**src/rtl/data_bus_master_if.sv**
```systemverilog
// Pipeline request/response and data bus signals of the MEM-stage bus initiator.
// The master modport is the initiator view; slave is the pipeline+responder environment.
interface data_bus_master_if;
    logic        req_valid;
    logic        req_write;
    logic [15:0] req_addr;
    logic [15:0] req_wdata;
    logic        req_ready;
    logic        resp_valid;
    logic [15:0] resp_data;
    logic        resp_error;
    logic [15:0] DataAddr;
    logic [15:0] BusIn;
    logic        ReadData;
    logic        WriteData;
    logic [15:0] BusOut;
    logic        Waitreq;

    modport master (
        input  req_valid, req_write, req_addr, req_wdata,
        output req_ready, resp_valid, resp_data, resp_error,
        output DataAddr, BusIn, ReadData, WriteData,
        input  BusOut, Waitreq
    );

    modport slave (
        output req_valid, req_write, req_addr, req_wdata,
        input  req_ready, resp_valid, resp_data, resp_error,
        input  DataAddr, BusIn, ReadData, WriteData,
        output BusOut, Waitreq
    );
endinterface

```
**src/rtl/data_bus_master.sv**
```systemverilog
// Data bus initiator: one load/store at a time, holds the strobe through Waitreq,
// returns load data or a store ack, and aborts with an error on a stalled device.
module data_bus_master #(
    parameter int RD_LATENCY = 1,
    parameter int TIMEOUT    = 64
) (
    input  logic               clk,
    input  logic               rst,
    data_bus_master_if.master  bus
);
    localparam int WW = (TIMEOUT > 1) ? $clog2(TIMEOUT + 1) : 1;
    localparam int LW = (RD_LATENCY > 1) ? $clog2(RD_LATENCY) : 1;

    typedef enum logic [1:0] {IDLE, BUS, RLAT} state_t;

    state_t        state_q, state_d;
    logic [WW-1:0] wait_q, wait_d;
    logic [LW-1:0] lat_q, lat_d;
    logic [15:0]   addr_d, wdata_d, rdata_d;
    logic          rd_d, wr_d, ready_d, rvalid_d, rerr_d;

    // NOTE: every variable gets a default before the case so no path leaves one unassigned (no latches).
    always_comb begin
        state_d  = state_q;
        wait_d   = wait_q;
        lat_d    = lat_q;
        addr_d   = bus.DataAddr;
        wdata_d  = bus.BusIn;
        rd_d     = bus.ReadData;
        wr_d     = bus.WriteData;
        ready_d  = bus.req_ready;
        rdata_d  = bus.resp_data;
        rvalid_d = 1'b0;
        rerr_d   = 1'b0;

        case (state_q)
            IDLE: begin
                ready_d = 1'b1;
                if (bus.req_valid) begin
                    addr_d  = bus.req_addr;
                    wdata_d = bus.req_wdata;
                    rd_d    = !bus.req_write;
                    wr_d    = bus.req_write;
                    ready_d = 1'b0;
                    wait_d  = '0;
                    state_d = BUS;
                end
            end
            BUS: begin
                // Acceptance is tested first so it wins over a same-edge timeout.
                if (!bus.Waitreq) begin
                    rd_d = 1'b0;
                    wr_d = 1'b0;
                    if (bus.WriteData) begin
                        rvalid_d = 1'b1;
                        rdata_d  = '0;
                        ready_d  = 1'b1;
                        state_d  = IDLE;
                    end else begin
                        lat_d   = '0;
                        state_d = RLAT;
                    end
                end else if (TIMEOUT != 0) begin
                    if (wait_q == WW'(TIMEOUT - 1)) begin
                        rd_d     = 1'b0;
                        wr_d     = 1'b0;
                        rvalid_d = 1'b1;
                        rerr_d   = 1'b1;
                        rdata_d  = '0;
                        ready_d  = 1'b1;
                        state_d  = IDLE;
                    end else begin
                        wait_d = wait_q + 1'b1;
                    end
                end
            end
            RLAT: begin
                if (lat_q == LW'(RD_LATENCY - 1)) begin
                    rdata_d  = bus.BusOut;
                    rvalid_d = 1'b1;
                    ready_d  = 1'b1;
                    state_d  = IDLE;
                end else begin
                    lat_d = lat_q + 1'b1;
                end
            end
            default: state_d = IDLE;
        endcase
    end

    // NOTE: sequential state uses non-blocking assignments so every register samples pre-edge values.
    always_ff @(posedge clk or posedge rst) begin
        if (rst) begin
            state_q        <= IDLE;
            wait_q         <= '0;
            lat_q          <= '0;
            bus.DataAddr   <= '0;
            bus.BusIn      <= '0;
            bus.ReadData   <= 1'b0;
            bus.WriteData  <= 1'b0;
            bus.req_ready  <= 1'b1;
            bus.resp_valid <= 1'b0;
            bus.resp_data  <= '0;
            bus.resp_error <= 1'b0;
        end else begin
            state_q        <= state_d;
            wait_q         <= wait_d;
            lat_q          <= lat_d;
            bus.DataAddr   <= addr_d;
            bus.BusIn      <= wdata_d;
            bus.ReadData   <= rd_d;
            bus.WriteData  <= wr_d;
            bus.req_ready  <= ready_d;
            bus.resp_valid <= rvalid_d;
            bus.resp_data  <= rdata_d;
            bus.resp_error <= rerr_d;
        end
    end
endmodule

```
**src/flat_wrapper.sv**
```systemverilog
// flat-port wrapper written by rule: the top's interface ports become plain ports
module data_bus_master_flat 
#(
    parameter int RD_LATENCY = 1,
    parameter int TIMEOUT    = 64
)
  (clk, rst, bus_req_valid, bus_req_write, bus_req_addr, bus_req_wdata, bus_req_ready, bus_resp_valid, bus_resp_data, bus_resp_error, bus_DataAddr, bus_BusIn, bus_ReadData, bus_WriteData, bus_BusOut, bus_Waitreq);
  data_bus_master_if bus_i ();
  input  logic clk;
  input  logic rst;
  input wire logic [$bits(bus_i.req_valid)-1:0] bus_req_valid;
  input wire logic [$bits(bus_i.req_write)-1:0] bus_req_write;
  input wire logic [$bits(bus_i.req_addr)-1:0] bus_req_addr;
  input wire logic [$bits(bus_i.req_wdata)-1:0] bus_req_wdata;
  output wire logic [$bits(bus_i.req_ready)-1:0] bus_req_ready;
  output wire logic [$bits(bus_i.resp_valid)-1:0] bus_resp_valid;
  output wire logic [$bits(bus_i.resp_data)-1:0] bus_resp_data;
  output wire logic [$bits(bus_i.resp_error)-1:0] bus_resp_error;
  output wire logic [$bits(bus_i.DataAddr)-1:0] bus_DataAddr;
  output wire logic [$bits(bus_i.BusIn)-1:0] bus_BusIn;
  output wire logic [$bits(bus_i.ReadData)-1:0] bus_ReadData;
  output wire logic [$bits(bus_i.WriteData)-1:0] bus_WriteData;
  input wire logic [$bits(bus_i.BusOut)-1:0] bus_BusOut;
  input wire logic [$bits(bus_i.Waitreq)-1:0] bus_Waitreq;
  assign bus_i.req_valid = bus_req_valid;
  assign bus_i.req_write = bus_req_write;
  assign bus_i.req_addr = bus_req_addr;
  assign bus_i.req_wdata = bus_req_wdata;
  assign bus_req_ready = bus_i.req_ready;
  assign bus_resp_valid = bus_i.resp_valid;
  assign bus_resp_data = bus_i.resp_data;
  assign bus_resp_error = bus_i.resp_error;
  assign bus_DataAddr = bus_i.DataAddr;
  assign bus_BusIn = bus_i.BusIn;
  assign bus_ReadData = bus_i.ReadData;
  assign bus_WriteData = bus_i.WriteData;
  assign bus_i.BusOut = bus_BusOut;
  assign bus_i.Waitreq = bus_Waitreq;
  data_bus_master #(.RD_LATENCY(RD_LATENCY), .TIMEOUT(TIMEOUT)) u_core (.clk(clk), .rst(rst), .bus(bus_i));
endmodule
```
**config.mk**
```make
export PLATFORM = sky130hd
export DESIGN_NAME = data_bus_master_flat
export DESIGN_NICKNAME = d
export VERILOG_FILES = /design/src/rtl/data_bus_master_if.sv /design/src/rtl/data_bus_master.sv /design/src/flat_wrapper.sv
export SDC_FILE = /design/constraint.sdc
export NUM_CORES = 1
export LEC_CHECK = 0
export ABC_AREA = 0
export CORE_UTILIZATION = 47
export DETAILED_ROUTE_END_ITERATION = 7
export HOLD_SLACK_MARGIN = 0.03
export PLACE_DENSITY = 0.82
export SYNTH_ARGS = -nofsm -noshare
export SYNTH_HDL_FRONTEND = slang
export SYNTH_SLANG_ARGS = --single-unit
```
**constraint.sdc**
```tcl
create_clock -name clk -period 2.7 [get_ports clk]
set_input_delay 0.405 -clock clk [delete_from_list [all_inputs] [get_ports clk]]
set_output_delay 0.405 -clock clk [all_outputs]
set_load 0.01 [all_outputs]
```
==> out/results.md <==
| Item | This run | Unit |
|:---|:---|:---|
| Number of vias in the routed layout | 2039 | - |
| Area taken by flip-flops and latches | 0.00155 | mm2 |
| Die W | 78.1 | um |
| Residual overflow from global routing | 0 | - |
| Post-route DRC violation count | 0 | - |
| Cell area after technology mapping | 0.00272 | mm2 |
| Post-CTS setup repair buffer count | 0 | - |
| Chip Height | 78.1 | um |
| Min Tclk post-route | 1.94 | ns |
| Number of sinks handled by clock tree synthesis | 62 | - |
| Wirelength, routed | 5990 | um |
| Commonest register cell after synthesis | sky130_fd_sc_hd__dfrtp_1 | - |
| Synthesized netlist cell count | 221 | - |
| Cell Count Post-Placement | 394 | - |
| Synthesized Nets | 279 | - |
| Leak pwr | 1.72 | nW |
| Result of the run | finished clean | - |
| Post-detailed-placement cell area | 0.00385 | mm2 |
| Global Route met2 Usage | 32.6 | % |
| Maximum number of pins on one net before global-route repair | 42 | - |
| Worst VDD drop | 0.753 | mV |
| H-tree Lvls | 3 | - |
| Number of standard-cell rows in the floorplan | 27 | - |
| Post-route cell area | 0.00404 | mm2 |
| Number of distinct standard cells referenced by the synthesized netlist | 37 | - |
| M3 GR Usage | 10.9 | % |
| Cells resized by post-CTS repair | 0 | - |
| Minimum hold slack | 0.405 | ns |
| Tcrit/Tclk final | 71.7 | % |
| Total of endpoints with negative setup slack in the final report | 0 | - |
| Vias per cell | 4.97 | - |
| Estimated wirelength of the detail-placed design | 4240 | um |
| CTS buffer count | 9 | - |
| Maximum capacitance violations | 0 | - |
| Hold_buf cts | 0 | - |
| Insertion delay of the later-clocked pin in the worst-skew pair | 0.33 | ns |
| Met1 demand-to-capacity share in global routing | 26.4 | % |
| Clk pin slew, worst setup/hold paths | 0.07 | ns |
| Placeable core region | 0.00554 | mm2 |
| Clock tree root buffer cell | sky130_fd_sc_hd__clkbuf_8 | - |
| Count of synthesis-stage warnings from yosys | 0 | - |
| Area delta synth->final | 48.3 | % |
| Proportion of synthesized flip-flops having asynchronous set or reset | 100 | % |
| Unrepaired setup endpoints after global routing | false | - |
| EDFF count, synth | 0 | - |
| Total negative slack for setup checks | 0 | ns |
| Number of port buffers | 105 | - |
| Arr. time, crit path | 2.15 | ns |
| Routed WL per cell | 14.6 | um |
| Final std cells w/o fill | 410 | - |
| I/O pin cnt | 106 | - |
| Total iterations of the first detailed-routing run | 6 | - |
| Clock tree from TritonCTS | done | - |
| Kind of capture point of the worst setup path | flip-flop | - |
| Total routing resource utilization after global routing | 21.8 | % |
| Post-route core utilization | 72.9 | % |
| Post-detailed-route count of antenna-violating nets | 0 | - |
| Number of nets in the finished design | 391 | - |
| Proportion of layout cells with a drive suffix above 1 | 17.5 | % |
| Actual transition at the worst max-transition pin | 0.592 | ns |
| Final hold violations | 0 | - |
| Multi-input gate area | 0.00104 | mm2 |
| Critical path start-end classification | flip-flop to flip-flop | - |
| Final worst clock skew | 0.00497 | ns |
| Via count of the first global-routing pass | 2160 | - |
| Sequential element share of the synthesized area | 57.0 | % |
| Number of antenna violations at the first check in global routing | 0 | - |
| Initial standard-cell utilization of the core | 49.1 | % |
| Area of the die | 0.00610 | mm2 |
| Most frequent cells in the layout | sky130_fd_sc_hd__clkdlybuf4s50_1, sky130_fd_sc_hd__dfrtp_1, sky130_fd_sc_hd__mux2_2, sky130_fd_sc_hd__nand2_1, sky130_fd_sc_hd__inv_1 | - |
| Total inserted antenna cells | 0 | - |
| Reg2reg end | u_core.bus.resp_data[8]$_DFFE_PP0P_ | - |
| Reg-to-Reg Start | u_core.state_q[1]$_DFFE_PP0P_ | - |
| Violation count after the first detailed-routing iteration | 139 | - |
| Placer's final routability congestion estimate | 0.793 | - |
| Final Total Pwr | 4.54 | mW |
| Fmax | 0.517 | GHz |
| GR peak layer | met2 | - |
| Maximum fanout along the worst path | 16 | - |
| Filler cell count in the final layout | 403 | - |
| Deepest clock path buffer count | 2 | - |
| Most common cell after layout, fill and taps aside | sky130_fd_sc_hd__clkdlybuf4s50_1 | - |
| Setup Slack @ Placement | 0.749 | ns |
| Classification of the worst-slack hold path | input pin to asynchronous set/reset pin | - |
| Crit path setup slack, layout | 0.764 | ns |
| Worst-case headroom to the max-slew limit | 60.5 | % |
| Max-slew violation count | 0 | - |
| Depth of the worst register-to-register path | 7 | - |
| Worst reg2reg setup slack | 0.76 | ns |
| Required time worst endpoint | 2.91 | ns |
| Synth Register Bits | 62 | - |
| Syn Area/Cell | 12.3 | um2 |
| Critical Path Source Type | flip-flop | - |
| Cell Pwr Density | 1120 | mW/mm2 |
| Wire length of the first global-routing pass | 10100 | um |
[worst max-delay path by stage]
stage,startpoint,endpoint,slack [ns],depth (start not counted)
global placement,u_core.state_q[1]$_DFFE_PP0P_,u_core.bus.resp_data[6]$_DFFE_PP0P_,0.78,7
finish,u_core.state_q[1]$_DFFE_PP0P_,u_core.bus.resp_data[8]$_DFFE_PP0P_,0.76,7
CTS,u_core.state_q[1]$_DFFE_PP0P_,u_core.bus.resp_data[7]$_DFFE_PP0P_,0.77,7
detailed placement,bus_Waitreq,u_core.bus.resp_data[7]$_DFFE_PP0P_,0.75,6
floorplan,rst,u_core.bus.BusIn[0]$_DFFE_PP0P_,0.76,1
global route,u_core.state_q[1]$_DFFE_PP0P_,u_core.bus.resp_data[1]$_DFFE_PP0P_,0.61,7
[cell families after synthesis]
kind of cell / synth area share (%)
DFF: 57.0
adders and majority gates: 2.30
buffers and inverters: 5.15
AOI/OAI and AO/OA: 6.11
and+or+nand+nor: 9.15
muxes: 20.3
[registers in the layout, summed over array words and instances (netlist names)]
signal / flops
u_core.bus.BusIn: 16
u_core.bus.WriteData: 1
u_core.wait_q: 7
u_core.state_q: 2
u_core.bus.DataAddr: 16
u_core.bus.req_ready: 1
u_core.bus.ReadData: 1
u_core.bus.resp_error: 1
u_core.bus.resp_valid: 1
u_core.bus.resp_data: 16
[cells in the mapped netlist, types with 4 or more instances]
master | n | area share [%]
sky130_fd_sc_hd__dfrtp_1 | 61 | 56
sky130_fd_sc_hd__mux2_2 | 33 | 14
sky130_fd_sc_hd__nand2_1 | 26 | 3.6
sky130_fd_sc_hd__inv_1 | 22 | 3.0
sky130_fd_sc_hd__mux2i_1 | 18 | 6.6
sky130_fd_sc_hd__o21ai_0 | 7 | 1.3
sky130_fd_sc_hd__ha_1 | 5 | 2.3
sky130_fd_sc_hd__nor2_1 | 5 | 0.69
sky130_fd_sc_hd__a21oi_1 | 4 | 0.74
[layer usage]
| metal | vias up | part of all wire, % |
|---|---|---|
| met5 | - | 0 |
| met4 | 0 | 1.8 |
| met3 | 11 | 12 |
| met2 | 83 | 45 |
| met1 | 970 | 41 |
| li1 | 975 | - |
[critical path, stage by stage (launching register included)]
cell and delay, ns:
sky130_fd_sc_hd__dfrtp_1 0.41, sky130_fd_sc_hd__inv_1 0.09, sky130_fd_sc_hd__ha_1 0.48, sky130_fd_sc_hd__nand2_2 0.17
sky130_fd_sc_hd__a21oi_2 0.26, sky130_fd_sc_hd__nor3b_4 0.08, sky130_fd_sc_hd__buf_4 0.19, sky130_fd_sc_hd__mux2i_1 0.13
[power by group]
group	internal, mW	total (mW)	switching [mW]
clock	0.424	0.768	0.344
sequential	1.33	1.56	0.222
combinational	1.27	2.22	0.942
[cell type report]
cell class / instances / share of cell area, %
Multi-Input combinational cell: 129 / 25.7
Clock buffer: 12 / 3.35
Inverter: 22 / 2.05
Timing Repair Buffer: 109 / 27.1
Tap cell: 72 / 2.23
Sequential cell: 62 / 38.5
Clock inverter: 4 / 1.18
Power figures use the tool's default switching activity.
